<file path="src/rtl/logic_writeback_if.sv">
`default_nettype none
// ============================================================================
// Module  : logic_writeback_if
// Brief   : Result handshake, load port, operand reads and status of the
//           logic-unit writeback stage.
// Revision: 1.0
// ============================================================================
interface logic_writeback_if #(
  parameter int DW = 8,
  parameter int AW = 2
);
  logic          in_valid;
  logic          in_ready;
  logic [DW-1:0] in_func;
  logic [1:0]    in_op;
  logic [AW-1:0] in_dst;
  logic          ld_valid;
  logic [AW-1:0] ld_dst;
  logic [DW-1:0] ld_data;
  logic [AW-1:0] rd_a_addr;
  logic [AW-1:0] rd_b_addr;
  logic [DW-1:0] rd_a_data;
  logic [DW-1:0] rd_b_data;
  logic          flag_z;
  logic          flag_n;
  logic          flag_p;
  logic [1:0]    last_op;
  logic [15:0]   wb_count;

  modport slave (
    input  in_valid, in_func, in_op, in_dst,
    input  ld_valid, ld_dst, ld_data,
    input  rd_a_addr, rd_b_addr,
    output in_ready, rd_a_data, rd_b_data,
    output flag_z, flag_n, flag_p, last_op, wb_count
  );

  modport master (
    output in_valid, in_func, in_op, in_dst,
    output ld_valid, ld_dst, ld_data,
    output rd_a_addr, rd_b_addr,
    input  in_ready, rd_a_data, rd_b_data,
    input  flag_z, flag_n, flag_p, last_op, wb_count
  );
endinterface
`default_nettype wire

</file>
<file path="src/rtl/logic_writeback.sv">
`default_nettype none
// ============================================================================
// Module  : logic_writeback
// Brief   : One-entry result stage retiring into a 4x8 register file with
//           Z/N/P flags, bypassed operand reads and a priority load port.
// Revision: 1.0
// ============================================================================
module logic_writeback #(
  parameter int DW   = 8,
  parameter int NREG = 4
) (
  input  wire logic         clk,
  input  wire logic         rst,
  logic_writeback_if.slave  bus
);
  localparam int c_AW = $clog2(NREG);
  localparam logic [15:0] c_CNT_MAX = 16'hFFFF;

  logic            r_s_valid;
  logic [DW-1:0]   r_s_func;
  logic [1:0]      r_s_op;
  logic [c_AW-1:0] r_s_dst;
  logic [DW-1:0]   r_regs [NREG];
  logic            r_flag_z;
  logic            r_flag_n;
  logic            r_flag_p;
  logic [1:0]      r_last_op;
  logic [15:0]     r_wb_count;

  logic w_retire;
  logic w_accept;
  logic w_ready;

  // A load owns the write port, so the pending result waits behind it.
  assign w_retire = r_s_valid && !bus.ld_valid;
  assign w_ready  = !r_s_valid || w_retire;
  assign w_accept = bus.in_valid && w_ready;

  always_ff @(posedge clk) begin
    if (rst) begin
      r_s_valid  <= 1'b0;
      r_s_func   <= '0;
      r_s_op     <= 2'd0;
      r_s_dst    <= '0;
      for (int i = 0; i < NREG; i++) r_regs[i] <= '0;
      r_flag_z   <= 1'b1;
      r_flag_n   <= 1'b0;
      r_flag_p   <= 1'b1;
      r_last_op  <= 2'd0;
      r_wb_count <= 16'd0;
    end else begin
      if (w_accept) begin
        r_s_valid <= 1'b1;
        r_s_func  <= bus.in_func;
        r_s_op    <= bus.in_op;
        r_s_dst   <= bus.in_dst;
      end else if (w_retire) begin
        r_s_valid <= 1'b0;
      end

      if (bus.ld_valid) begin
        r_regs[bus.ld_dst] <= bus.ld_data;
      end else if (w_retire) begin
        r_regs[r_s_dst] <= r_s_func;
        r_flag_z        <= (r_s_func == '0);
        r_flag_n        <= r_s_func[DW-1];
        r_flag_p        <= ~^r_s_func;
        r_last_op       <= r_s_op;
        if (r_wb_count != c_CNT_MAX) r_wb_count <= r_wb_count + 16'd1;
      end
    end
  end

  // The stalled result is younger than any load, so it wins the bypass.
  always_comb begin
    bus.rd_a_data = r_regs[bus.rd_a_addr];
    bus.rd_b_data = r_regs[bus.rd_b_addr];
    if (r_s_valid && (bus.rd_a_addr == r_s_dst)) bus.rd_a_data = r_s_func;
    if (r_s_valid && (bus.rd_b_addr == r_s_dst)) bus.rd_b_data = r_s_func;
  end

  assign bus.in_ready = w_ready;
  assign bus.flag_z   = r_flag_z;
  assign bus.flag_n   = r_flag_n;
  assign bus.flag_p   = r_flag_p;
  assign bus.last_op  = r_last_op;
  assign bus.wb_count = r_wb_count;
endmodule
`default_nettype wire

</file>
<file path="src/flat_wrapper.sv">
// flat-port wrapper written by rule: the top's interface ports become plain ports
module logic_writeback_flat 
#(
  parameter int DW   = 8,
  parameter int NREG = 4
)
  (clk, rst, bus_in_valid, bus_in_func, bus_in_op, bus_in_dst, bus_ld_valid, bus_ld_dst, bus_ld_data, bus_rd_a_addr, bus_rd_b_addr, bus_in_ready, bus_rd_a_data, bus_rd_b_data, bus_flag_z, bus_flag_n, bus_flag_p, bus_last_op, bus_wb_count);
  logic_writeback_if #(.DW(DW), .AW(2)) bus_i ();
  input  wire logic clk;
  input  wire logic rst;
  input wire logic [$bits(bus_i.in_valid)-1:0] bus_in_valid;
  input wire logic [$bits(bus_i.in_func)-1:0] bus_in_func;
  input wire logic [$bits(bus_i.in_op)-1:0] bus_in_op;
  input wire logic [$bits(bus_i.in_dst)-1:0] bus_in_dst;
  input wire logic [$bits(bus_i.ld_valid)-1:0] bus_ld_valid;
  input wire logic [$bits(bus_i.ld_dst)-1:0] bus_ld_dst;
  input wire logic [$bits(bus_i.ld_data)-1:0] bus_ld_data;
  input wire logic [$bits(bus_i.rd_a_addr)-1:0] bus_rd_a_addr;
  input wire logic [$bits(bus_i.rd_b_addr)-1:0] bus_rd_b_addr;
  output wire logic [$bits(bus_i.in_ready)-1:0] bus_in_ready;
  output wire logic [$bits(bus_i.rd_a_data)-1:0] bus_rd_a_data;
  output wire logic [$bits(bus_i.rd_b_data)-1:0] bus_rd_b_data;
  output wire logic [$bits(bus_i.flag_z)-1:0] bus_flag_z;
  output wire logic [$bits(bus_i.flag_n)-1:0] bus_flag_n;
  output wire logic [$bits(bus_i.flag_p)-1:0] bus_flag_p;
  output wire logic [$bits(bus_i.last_op)-1:0] bus_last_op;
  output wire logic [$bits(bus_i.wb_count)-1:0] bus_wb_count;
  assign bus_i.in_valid = bus_in_valid;
  assign bus_i.in_func = bus_in_func;
  assign bus_i.in_op = bus_in_op;
  assign bus_i.in_dst = bus_in_dst;
  assign bus_i.ld_valid = bus_ld_valid;
  assign bus_i.ld_dst = bus_ld_dst;
  assign bus_i.ld_data = bus_ld_data;
  assign bus_i.rd_a_addr = bus_rd_a_addr;
  assign bus_i.rd_b_addr = bus_rd_b_addr;
  assign bus_in_ready = bus_i.in_ready;
  assign bus_rd_a_data = bus_i.rd_a_data;
  assign bus_rd_b_data = bus_i.rd_b_data;
  assign bus_flag_z = bus_i.flag_z;
  assign bus_flag_n = bus_i.flag_n;
  assign bus_flag_p = bus_i.flag_p;
  assign bus_last_op = bus_i.last_op;
  assign bus_wb_count = bus_i.wb_count;
  logic_writeback #(.DW(DW), .NREG(NREG)) u_core (.clk(clk), .rst(rst), .bus(bus_i));
endmodule
</file>
<file path="config.mk">
export PLATFORM = sky130hd
export DESIGN_NAME = logic_writeback_flat
export DESIGN_NICKNAME = d
export VERILOG_FILES = /design/src/rtl/logic_writeback_if.sv /design/src/rtl/logic_writeback.sv /design/src/flat_wrapper.sv
export SDC_FILE = /design/constraint.sdc
export NUM_CORES = 1
export LEC_CHECK = 0
export CAP_MARGIN = 20
export CORE_UTILIZATION = 47
export CTS_CLUSTER_SIZE = 20
export DETAILED_ROUTE_END_ITERATION = 8
export PLACE_DENSITY = 0.86
export SLEW_MARGIN = 10
export SYNTH_ARGS = -nofsm -noshare
export SYNTH_HDL_FRONTEND = slang
export SYNTH_SLANG_ARGS = --single-unit
</file>
<file path="constraint.sdc">
create_clock -name clk -period 1.82 [get_ports clk]
set_input_delay 0.182 -clock clk [delete_from_list [all_inputs] [get_ports clk]]
set_output_delay 0.182 -clock clk [all_outputs]
set_load 0.01 [all_outputs]
</file>
# Word-level counts from Yosys, hierarchy flattened
# Memories as Yosys holds them, arrays and structs flattened.
# Index checks and enable logic that the tools add are counted.
[totals] reg_bits=34 mem_bits_rw=32 in_bits=30 output_inout_bits=38 word_cells=48 mem_count=1
[mem_list] memory="u_core.r_regs" words=4 width=8 rd=2 rd_clocked_by_memory_dff=0 wr=4 line="logic_writeback.sv:23" rtl="logic [DW-1:0] r_regs [NREG];"
[op_classes] add_sub_neg=1 eq_ne=3 mux=19 bitwise=1 n_reduce_logical=14
[op_table] cell="two-way mux 8 bit" count=4
[op_table] cell="adder 16 x 1 -> 16 bit, second input constant" count=1
[op_table] cell="!= test 16 bit, second input constant" count=1
[op_table] cell="OR reduction 8 bit" count=2
[op_table] cell="two-way mux 1 bit" count=13
[op_table] cell="zero test 8 bit" count=1
[op_table] cell="XNOR reduction 8 bit" count=1
[op_table] cell="== test 2 bit" count=2
[op_table] cell="logical AND 1 bit" count=4
[op_table] cell="two-way mux 2 bit" count=2
[op_table] cell="AND reduction 3 bit" count=1
[op_table] cell="zero test 1 bit" count=2
[op_table] cell="AND reduction 2 bit" count=1
[op_table] cell="nonzero test 2 bit" count=1
[op_table] cell="logical OR 1 bit" count=1
[op_table] cell="inverter 1 bit" count=1

# Longest topological paths before layout
# Gate-level depths: netlist (run 1).
[depth] depth_word=8 depth_mapped=7

# Worst setup path before layout (run 1)
# No wires, ideal clock.
[synth_timing] kind="register -> register" start="register u_core.r_s_valid" end="memory u_core.r_regs[2][0], enable pin" arrival_time_ns=1.547 t_required_ns=1.517 slack_ns=-0.030 path_stages_with_launch=6 n_path_buf=1 synth_period_minus_slack_ns=1.850 cell_sequence="dfxtp_1 or3b_1 a21oi_1 nand2b_1 clkbuf_1 nand2b_1"
[synth_rtl] element="start, declared" line="logic_writeback.sv:19" rtl="logic r_s_valid;"
[synth_rtl] element="start signal, assigned" line="logic_writeback.sv:41" rtl="r_s_valid <= 1'b0;"
[synth_rtl] element="start signal, assigned" line="logic_writeback.sv:53" rtl="r_s_valid <= 1'b1;"
[synth_rtl] element="start signal, assigned" line="logic_writeback.sv:58" rtl="r_s_valid <= 1'b0;"
[synth_rtl] element="end, declared" line="logic_writeback.sv:23"

# Final worst setup path (run 1)
[layout_timing] start="register u_core.r_s_dst[1]" end="output port bus_rd_a_data[0]"
[layout_between] elab_chain_cells=3
[layout_lines] element="start, declared" line="logic_writeback.sv:22" rtl="logic [c_AW-1:0] r_s_dst;"
[layout_lines] element="start signal, assigned" line="logic_writeback.sv:56" rtl="r_s_dst <= bus.in_dst;"
[layout_lines] element="== test 2 bit" line="logic_writeback.sv:78" rtl="if (r_s_valid && (bus.rd_a_addr == r_s_dst)) bus.rd_a_data = r_s_func;"
[layout_lines] element="logical AND 1 bit" line="logic_writeback.sv:78"
[layout_lines] element="two-way mux 8 bit" line="logic_writeback.sv:78"
[layout_lines] element="end, declared" line="flat_wrapper.sv:21" rtl="output wire logic [$bits(bus_i.rd_a_data)-1:0] bus_rd_a_data;"
# No other way between the ends.

==> run metrics, run 1 <==
CTS H-tree depth=3; DP Cell Count=about 540; core box area=6940 um^2; Syn Area/Cell=9.45 um^2; yosys synthesis warning count=0; Unique masters post-synth=38; largest net degree at the start of global routing=48; WL final=approximately 9400 um; share of cells above drive strength 1=between 20% and 30%; RSZ-0062 raised after global routing=false; final hold vios=0; vias=approximately 3200; CTS tree=done; TritonCTS buffer count=9; critical path fanouts, max=8; most frequent cells in the layout=nand2_1 (72), clkdlybuf4s50_1 (48), a21oi_1 (33); CP Class=flop to output pin; register area=1650 um^2; Die Width=slightly below 90 um; Layout Skew=0.0116 ns; initial antenna violation count=0; clock slew at reported path FFs=around 0.070 ns; total power=3.36 mW; Non-Filler Instances=561; commonest non-fill, non-tap cell in the layout=nand2_1; syn_nets=402; Syn Inst Count=367; CP Capture Type=output pin; clock buffer depth=2; DRC Markers=0; die height=87.9 um; Iteration-0 DRC Markers=330; gr ovfl total=0; Setup-failing EPs final=0; DRT antenna net count=0; Worst Tran Pin Value=a little over 0.8 ns; CP required=between 1.5 and 2 ns; ant diodes=0; number of synthesized register bits=66; RR Endpoint=u_core.bus.wb_count[14]$_SDFFE_PP0P_; # rows=30; hold crit path type=input pin to flop; Hold Crit Start=bus_in_op[1]; Via density=5.71; total negative setup slack=0 ns; first-pass GRT wire length=14600 um; worst r2r src=u_core.bus.wb_count[0]$_SDFFE_PP0P_; vias in the first global route=3083; Max-Cap Viols=0; Design Area, Final=4690 um^2; Tcrit/Tclk final=between 90% and 100%; max_slew headroom=approximately 45%; P&R area growth vs syn=35.1%; die area=7730 um^2; final hold slack=~0.40 ns; status=complete, no violations; Clk Latency, worst-skew pair=roughly 0.34 ns; reg2reg path depth=6; CTS root buf=clkbuf_8; initial core utilization=50.0%; Multi-input gate area=1680 um^2; I/O pin cnt=68; Leakage=1.77 nW; CP arrival=1.59 ns; count of pins over their slew limit=0; hold depth=3; Pwr Density=about 700 nW/um^2; hpwl dp=6620 um; placed cell areas=4490 um^2; Post-layout nets=496; Min-Delay Endpoint=u_core.r_s_op[1]$_SDFFE_PP0P_; Max VDD drop=~0.36 mV; Max Clk Rate=roughly 570 MHz; Seq/Total Area, Yosys=47.3%; gr usage total=roughly 26%; WL/cell=16.8 um; FF-to-FF setup slack=0.07 ns; router iterations before antenna repair=5; Startpoint Class=flop; CTS Sinks=66; Tmin final=1.77 ns; GP Congestion=0.863; area of the mapped netlist=3470 um^2; Filler Cell Count=498; number of port buffers=67
[worst max-delay path by stage]
stage | startpoint | to | depth (start not counted)
detailed placement | bus_rd_a_addr[0] | bus_rd_a_data[4] | 7
global route | u_core.r_s_dst[0]$_SDFFE_PP0P_ | bus_rd_b_data[6] | 5
finish | u_core.r_s_dst[1]$_SDFFE_PP0P_ | bus_rd_a_data[0] | 5
global placement | bus_rd_b_addr[0] | bus_rd_b_data[0] | 7
floorplan | u_core.bus.wb_count[0]$_SDFFE_PP0P_ | u_core.bus.wb_count[10]$_SDFFE_PP0P_ | 6
CTS | u_core.r_regs[0][1]$_SDFFCE_PN0P_ | bus_rd_b_data[1] | 4
[worst max-delay path, cell delays in order (launching register included)]
cell	delay [ns]
dfxtp_2	0.36
xnor2_1	0.21
nand3_1	0.14
buf_4	0.18
o21ai_0	0.19
clkbuf_2	0.17
[flip-flops by register name, summed over array words and instances, names as in the netlist]
signal               flops
u_core.bus.flag_n        1
u_core.bus.flag_p        1
u_core.bus.flag_z        1
u_core.bus.last_op       2
u_core.bus.wb_count     16
u_core.r_regs           32
u_core.r_s_dst           2
u_core.r_s_func          8
u_core.r_s_op            2
u_core.r_s_valid         1
[stage by stage]
| step | util (%) | setup slack [ns] |
|---|---|---|
| finish | 67.5 | 0.0526 |
| global route | 67.5 | 0.00206 |
| CTS | 68.2 | -0.0115 |
| detailed placement | 64.7 | -0.379 |
| global placement | 64.7 | -0.353 |
| floorplan | - | 0.0216 |
[cell type report]
type                            count  share of cell area, %
Multi-Input combinational cell    261                   35.9
Sequential cell                    66                   35.2
Timing Repair Buffer              105                   21.3
Clock buffer                       13                   3.39
Tap cell                           96                   2.56
Inverter                           18                   1.44
Clock inverter                      2                  0.240
[cells in the mapped netlist]
library cell | count | area [um^2]
nand2_1 | 72 | 270
xnor2_1 | 6 | 52.6
and4b_1 | 1 | 10.0
clkbuf_1 | 14 | 52.6
a21oi_1 | 34 | 170
o31ai_1 | 10 | 75.1
buf_2 | 5 | 25.0
nor2_1 | 29 | 109
nand2b_1 | 14 | 87.6
nor3_1 | 1 | 5.00
ha_1 | 5 | 62.6
nor4_1 | 2 | 12.5
edfxtp_1 | 32 | 961
nand4_1 | 6 | 37.5
nor2b_1 | 3 | 18.8
mux4_2 | 16 | 360
buf_1 | 1 | 3.75
and2_1 | 2 | 12.5
or3b_1 | 2 | 17.5
inv_1 | 18 | 67.6
o41ai_1 | 1 | 8.76
xor2_1 | 1 | 8.76
a21o_1 | 1 | 7.51
nand3_1 | 4 | 20.0
or4_1 | 8 | 60.1
or2_1 | 2 | 12.5
buf_4 | 1 | 7.51
nand3b_1 | 1 | 7.51
dfxtp_1 | 34 | 681
and4_1 | 1 | 8.76
or3_1 | 6 | 37.5
mux2_1 | 1 | 11.3
nand4_2 | 1 | 12.5
o21ai_1 | 3 | 15.0
o21ai_0 | 25 | 125
buf_6 | 1 | 11.3
and3_1 | 1 | 6.26
a211o_1 | 2 | 17.5
[report_power, final]
| group | internal (mW) | switching, mW |
|---|---|---|
| Clock | 0.561 | 0.531 |
| Combinational | 0.307 | 0.284 |
| Sequential | 1.63 | 0.0493 |
| Total | 2.50 | 0.865 |
[what timing repair did]
| action | 4_1_cts | 5_1_grt |
|---|---|---|
| pin swaps | 1 | 1 |
| resized for setup | 46 | 25 |
| hold buffers | 0 | 0 |
| gates cloned | 2 | 0 |
| endpoints found under the setup margin | 22 | 60 |
| buffers inserted | 0 | 1 |
[kinds of logic after synthesis]
| logic type | synth area share, % |
|---|---|
| multiplexers | 10.7 |
| AND/OR/NAND/NOR | 21.5 |
| XOR/XNOR | 1.77 |
| buffers and inverters | 4.83 |
| flip-flops | 47.3 |
| adder cells (fa/ha/maj) | 1.80 |
| AO/OA/AOI/OAI | 12.1 |
[per-layer routing]
layer	part of all wire, %	global-route usage, %
met3	5.6	4.34
met4	4.0	17.1
met2	50	42.9
met1	40	30.6
met5	0	0
Power figures use the tool's default switching activity.
==> run 2, diff against run 1 <==
- CTS_BUF_LIST: not set -> sky130_fd_sc_hd__clkbuf_16
- HOLD_SLACK_MARGIN: not set -> 0.05
==> run metrics, run 2 (synthesis results as in run 1) <==
total power=3.78 mW; clock buffer depth=2; WL final=9870 um; DRT antenna net count=0; number of port buffers=between 60 and 70; CP arrival=1.63 ns; P_sw=941 uW; first-pass GRT wire length=around 15000 um; Tcrit/Tclk final=99.8%; max_slew headroom=67.5%; Clk Latency, worst-skew pair=0.33 ns; CTS Sinks=66; Pwr Density=787 nW/um^2; CTS tree=done; CP required=between 1.5 and 2 ns; CP endpoint=bus_rd_b_data[5]; Iteration-0 DRC Markers=332; CP Class=flop to output pin; CTS Hold Bufs=0; ant diodes=0; RR Endpoint=u_core.bus.wb_count[14]$_SDFFE_PP0P_; share of cells above drive strength 1=20.0%; hpwl dp=6620 um; crit path launch=u_core.r_regs[0][5]$_SDFFCE_PN0P_; placed cell areas=roughly 4500 um^2; clock slew at reported path FFs=0.06 ns; Leakage=1.83 nW; critical path fanouts, max=2; status=complete, no violations; commonest non-fill, non-tap cell in the layout=nand2_1; P&R area growth vs syn=38.3%; gr ovfl total=0; initial antenna violation count=0; vias=3234; CTS H-tree depth=3; GP Congestion=0.863; largest net degree at the start of global routing=48; die area=7730 um^2; Max Clk Rate=551 MHz; Largest register FFs=32; CTS root buf=clkbuf_16; Post-layout nets=496; final hold vios=0; Max-Cap Viols=0; # rows=30; router iterations before antenna repair=5; DRC Markers=0; FF-to-FF setup slack=approximately 0.060 ns; largest register by flop count=u_core.r_regs; reg2reg path depth=6; vias in the first global route=3162; Setup-failing EPs final=0; Via density=5.76; worst r2r src=u_core.bus.wb_count[1]$_SDFFE_PP0P_; initial core utilization=50.0%; Internal Pwr Total=between 2 and 3 mW; Worst Tran Pin Value=approximately 0.49 ns; combinational power share=15.9%; most frequent cells in the layout=nand2_1 (72), clkdlybuf4s50_1 (47), a21oi_1 (32), edfxtp_1 (32); clock share of power=39.5%; sequential share of power=44.6%; core box area=6940 um^2; Design Area, Final=about 4800 um^2; Tmin final=1.82 ns; Max VDD drop=0.512 mV; switching share of total power=24.9%; gr usage total=27.0%; die height=87.9 um; WL/cell=around 18 um; Layout Skew=0.00955 ns; TritonCTS buffer count=9; CP Capture Type=output pin; RSZ-0062 raised after global routing=false; I/O pin cnt=68; count of pins over their slew limit=0; hold crit path type=input pin to flop; Startpoint Class=flop; Die Width=~88 um
-- run 2: repair_timing --
item / 4_1_cts / 5_1_grt
setup endpoints to repair: 20 / 50
resized for setup: 41 / 30
gates cloned: 2 / 0
pin swaps: 1 / 1
setup buffers: 1 / 0
-- run 2: final cells by class --
type                            count  area [um^2]
Fill cell                         468         2140
Multi-Input combinational cell    261         1700
Sequential cell                    66         1650
Timing Repair Buffer              105         1020
Clock buffer                        9          225
Tap cell                           96          120
Inverter                           18         67.6
Clock inverter                      6         26.3
-- run 2: power groups by stage --
stage / logic [mW] / registers, mW / clock network [mW]
after CTS: 0.606 / 1.68 / 1.49
after floorplan: 0.308 / 1.69 / 0
after global placement: 0.585 / 1.70 / 0
after detailed placement: 0.605 / 1.71 / 0
final: 0.602 / 1.68 / 1.49
after global routing: 0.647 / 1.69 / 1.55
-- run 2: how the worst min path moves through the flow --
stage,startpoint,endpoint,slack [ns],cells past startpoint
2_1_floorplan,bus_in_valid,u_core.r_s_valid$_SDFFE_PP0P_,0.30,2
3_3_place_gp,u_core.r_s_op[0]$_SDFFE_PP0P_,u_core.r_s_op[0]$_SDFFE_PP0P_,0.44,2
3_5_place_dp,u_core.bus.last_op[0]$_SDFFE_PP0N_,u_core.bus.last_op[0]$_SDFFE_PP0N_,0.45,2
4_1_cts,bus_in_func[2],u_core.r_s_func[2]$_SDFFE_PP0P_,0.41,3
5_1_grt,bus_in_op[1],u_core.r_s_op[1]$_SDFFE_PP0P_,0.43,3
6_report,bus_in_func[6],u_core.r_s_func[6]$_SDFFE_PP0P_,0.41,3
-- run 2: per-stage QoR --
step,cells,TNS (ns),util (%),hold WS (ns),setup slack [ns]
after floorplan,367,0,-,0.299,0.0216
after global placement,543,-15.05,64.7,0.444,-0.353
after detailed placement,543,-17.50,64.7,0.449,-0.379
after CTS,561,0,69.5,0.413,0.000776
after global routing,561,0,69.1,0.429,0.000864
final,561,0,69.1,0.413,0.00347
-- run 2: routing by layer --
layer	global-route usage, %	share of wire (%)	up-vias
li1	-	-	1495
met1	31.0	39	1555
met2	45.7	50	139
met3	5.37	5.6	45
met4	17.9	5.3	0
met5	0	0	-
-- run 2: critical path: stages, from the launching register on --
cell	delay [ns]
edfxtp_1	0.40
mux4_2	0.49
nand2_1	0.08
o21ai_0	0.09
clkdlybuf4s15_1	0.25
==> run 3, diff against run 2 <==
--- a/constraint.sdc
+++ b/constraint.sdc
@@ -3,2 +3,2 @@
 set_output_delay 0.182 -clock clk [all_outputs]
-set_load 0.01 [all_outputs]
+set_load 0.02 [all_outputs]
==> run metrics, run 3 (synthesis results as in run 1) <==
P&R area growth vs syn=39.7%; Non-Filler Instances=566; CTS Sinks=66; GP Congestion=0.901; most frequent cells in the layout=nand2_1 (72), clkdlybuf4s50_1 (47), buf_4 (35); I/O pin cnt=between 60 and 70; Worst Tran Pin Value=0.525 ns; Tmin final=1.78 ns; Startpoint Class=input pin; max incr delay on CP=0.54 ns; Iteration-0 DRC Markers=247; CP required=between 1.5 and 2 ns; CP arrival=1.59 ns; Pwr Density=843 nW/um^2; Die Width=87.9 um; TritonCTS buffer count=9; placed cell areas=4510 um^2; Layout Skew=0.00820 ns; vias in the first global route=3155; CTS H-tree depth=3; max_slew headroom=approximately two thirds; Max VDD drop=0.557 mV; CTS root buf=clkbuf_16; register area=between 1500 and 2000 um^2; largest register by flop count=u_core.r_regs; Largest register FFs=32; clock slew at reported path FFs=around 0.05 ns; Design Area, Final=4850 um^2; total power=just over 4 mW; critical path fanouts, max=6; largest net degree at the start of global routing=48; gr usage total=26.1%; Post-layout nets=500; Via density=5.61; hold crit path type=input pin to flop; die height=87.9 um; # rows=30; Max-Cap Viols=0; Tcrit/Tclk final=between 90% and 100%; DP Cell Count=548; CP Capture Type=output pin; Max Clk Rate=563 MHz; Setup-failing EPs final=0; CTS tree=done; status=complete, no violations; WL/cell=16.6 um; Leakage=1.87 nW; critical-path cell with the highest stage delay=clkdlybuf4s50_1; Filler Cell Count=510; vias=3173; CTS Hold Bufs=0; Multi-input gate area=1710 um^2; hpwl dp=about 6800 um; WL final=9420 um; initial core utilization=50.0%; number of port buffers=67; total negative setup slack=0 ns; clock buffer depth=2; CP Class=input pin to output pin; die area=7730 um^2; ant diodes=0; worst-path cell chain=clkdlybuf4s50_1 > xnor2_1 > nand3_1 > buf_4 > o21ai_0 > buf_2; first-pass GRT wire length=15000 um; count of pins over their slew limit=0; Clk Latency, worst-skew pair=approximately 0.33 ns; DRC Markers=0; share of cells above drive strength 1=21.9%; Util after Layout=between 60% and 70%; core box area=6940 um^2; router iterations before antenna repair=4; commonest non-fill, non-tap cell in the layout=nand2_1; final hold vios=0; gr ovfl total=0; DRT antenna net count=0; initial antenna violation count=0
## run 3: report_power, final
group | switching [mW] | internal (mW) | leakage (nW)
logic | 0.322 | 0.304 | 1.10
registers | 0.0469 | 1.63 | 0.609
clock network | 0.620 | 1.16 | 0.164
total | 0.989 | 3.09 | 1.87
## run 3: per-layer routing
metal	track usage [%]	routed length [um]	up-vias
li1	-	-	1501
met1	29.9	3580	1518
met2	46.6	4960	126
met3	4.81	529	28
met4	13.1	346	0
met5	0	0	-
## run 3: repair_timing
action | CTS | global route
gates resized for setup | 81 | 21
buffers inserted | 0 | 1
pin swaps | 0 | 4
cloned | 1 | 0
endpoints found under the setup margin | 49 | 51
## run 3: path summary, 6_finish.rpt
kind / cells past startpoint / startpoint / slack (ns) / end
setup reg to reg: 6 / u_core.r_s_dst[0]$_SDFFE_PP0P_ / 0.07 / u_core.r_regs[0][6]$_SDFFCE_PN0P_
setup / recovery: 6 / bus_rd_a_addr[1] / 0.04 / bus_rd_a_data[0]
hold / removal: 3 / bus_in_func[1] / 0.41 / u_core.r_s_func[1]$_SDFFE_PP0P_
hold reg to reg: 2 / u_core.bus.last_op[0]$_SDFFE_PP0N_ / 0.46 / u_core.bus.last_op[0]$_SDFFE_PP0N_
## run 3: area by class of cell
class / instances / share of cell area, %
Clock inverter: 4 / 0.413
Clock buffer: 12 / 6.20
Inverter: 18 / 1.39
Sequential cell: 66 / 34.1
Multi-Input combinational cell: 261 / 35.2
Timing Repair Buffer: 109 / 20.2
Tap cell: 96 / 2.48
## run 3: worst max-delay path: cells and delay by family
| kind | cells | cell delay (ns) |
|---|---|---|
| AO/OA/AOI/OAI | 1 | 0.19 |
| XOR/XNOR | 1 | 0.14 |
| buffers and inverters | 3 | 0.94 |
| AND/OR/NAND/NOR | 1 | 0.15 |
## run 3: stage by stage
step                hold WS [ns]  setup slack, ns
floorplan                  0.299           0.0367
global placement           0.446           -0.422
finish                     0.414           0.0443
global route               0.427          -0.0100
detailed placement         0.449           -0.524
CTS                        0.404          0.00530
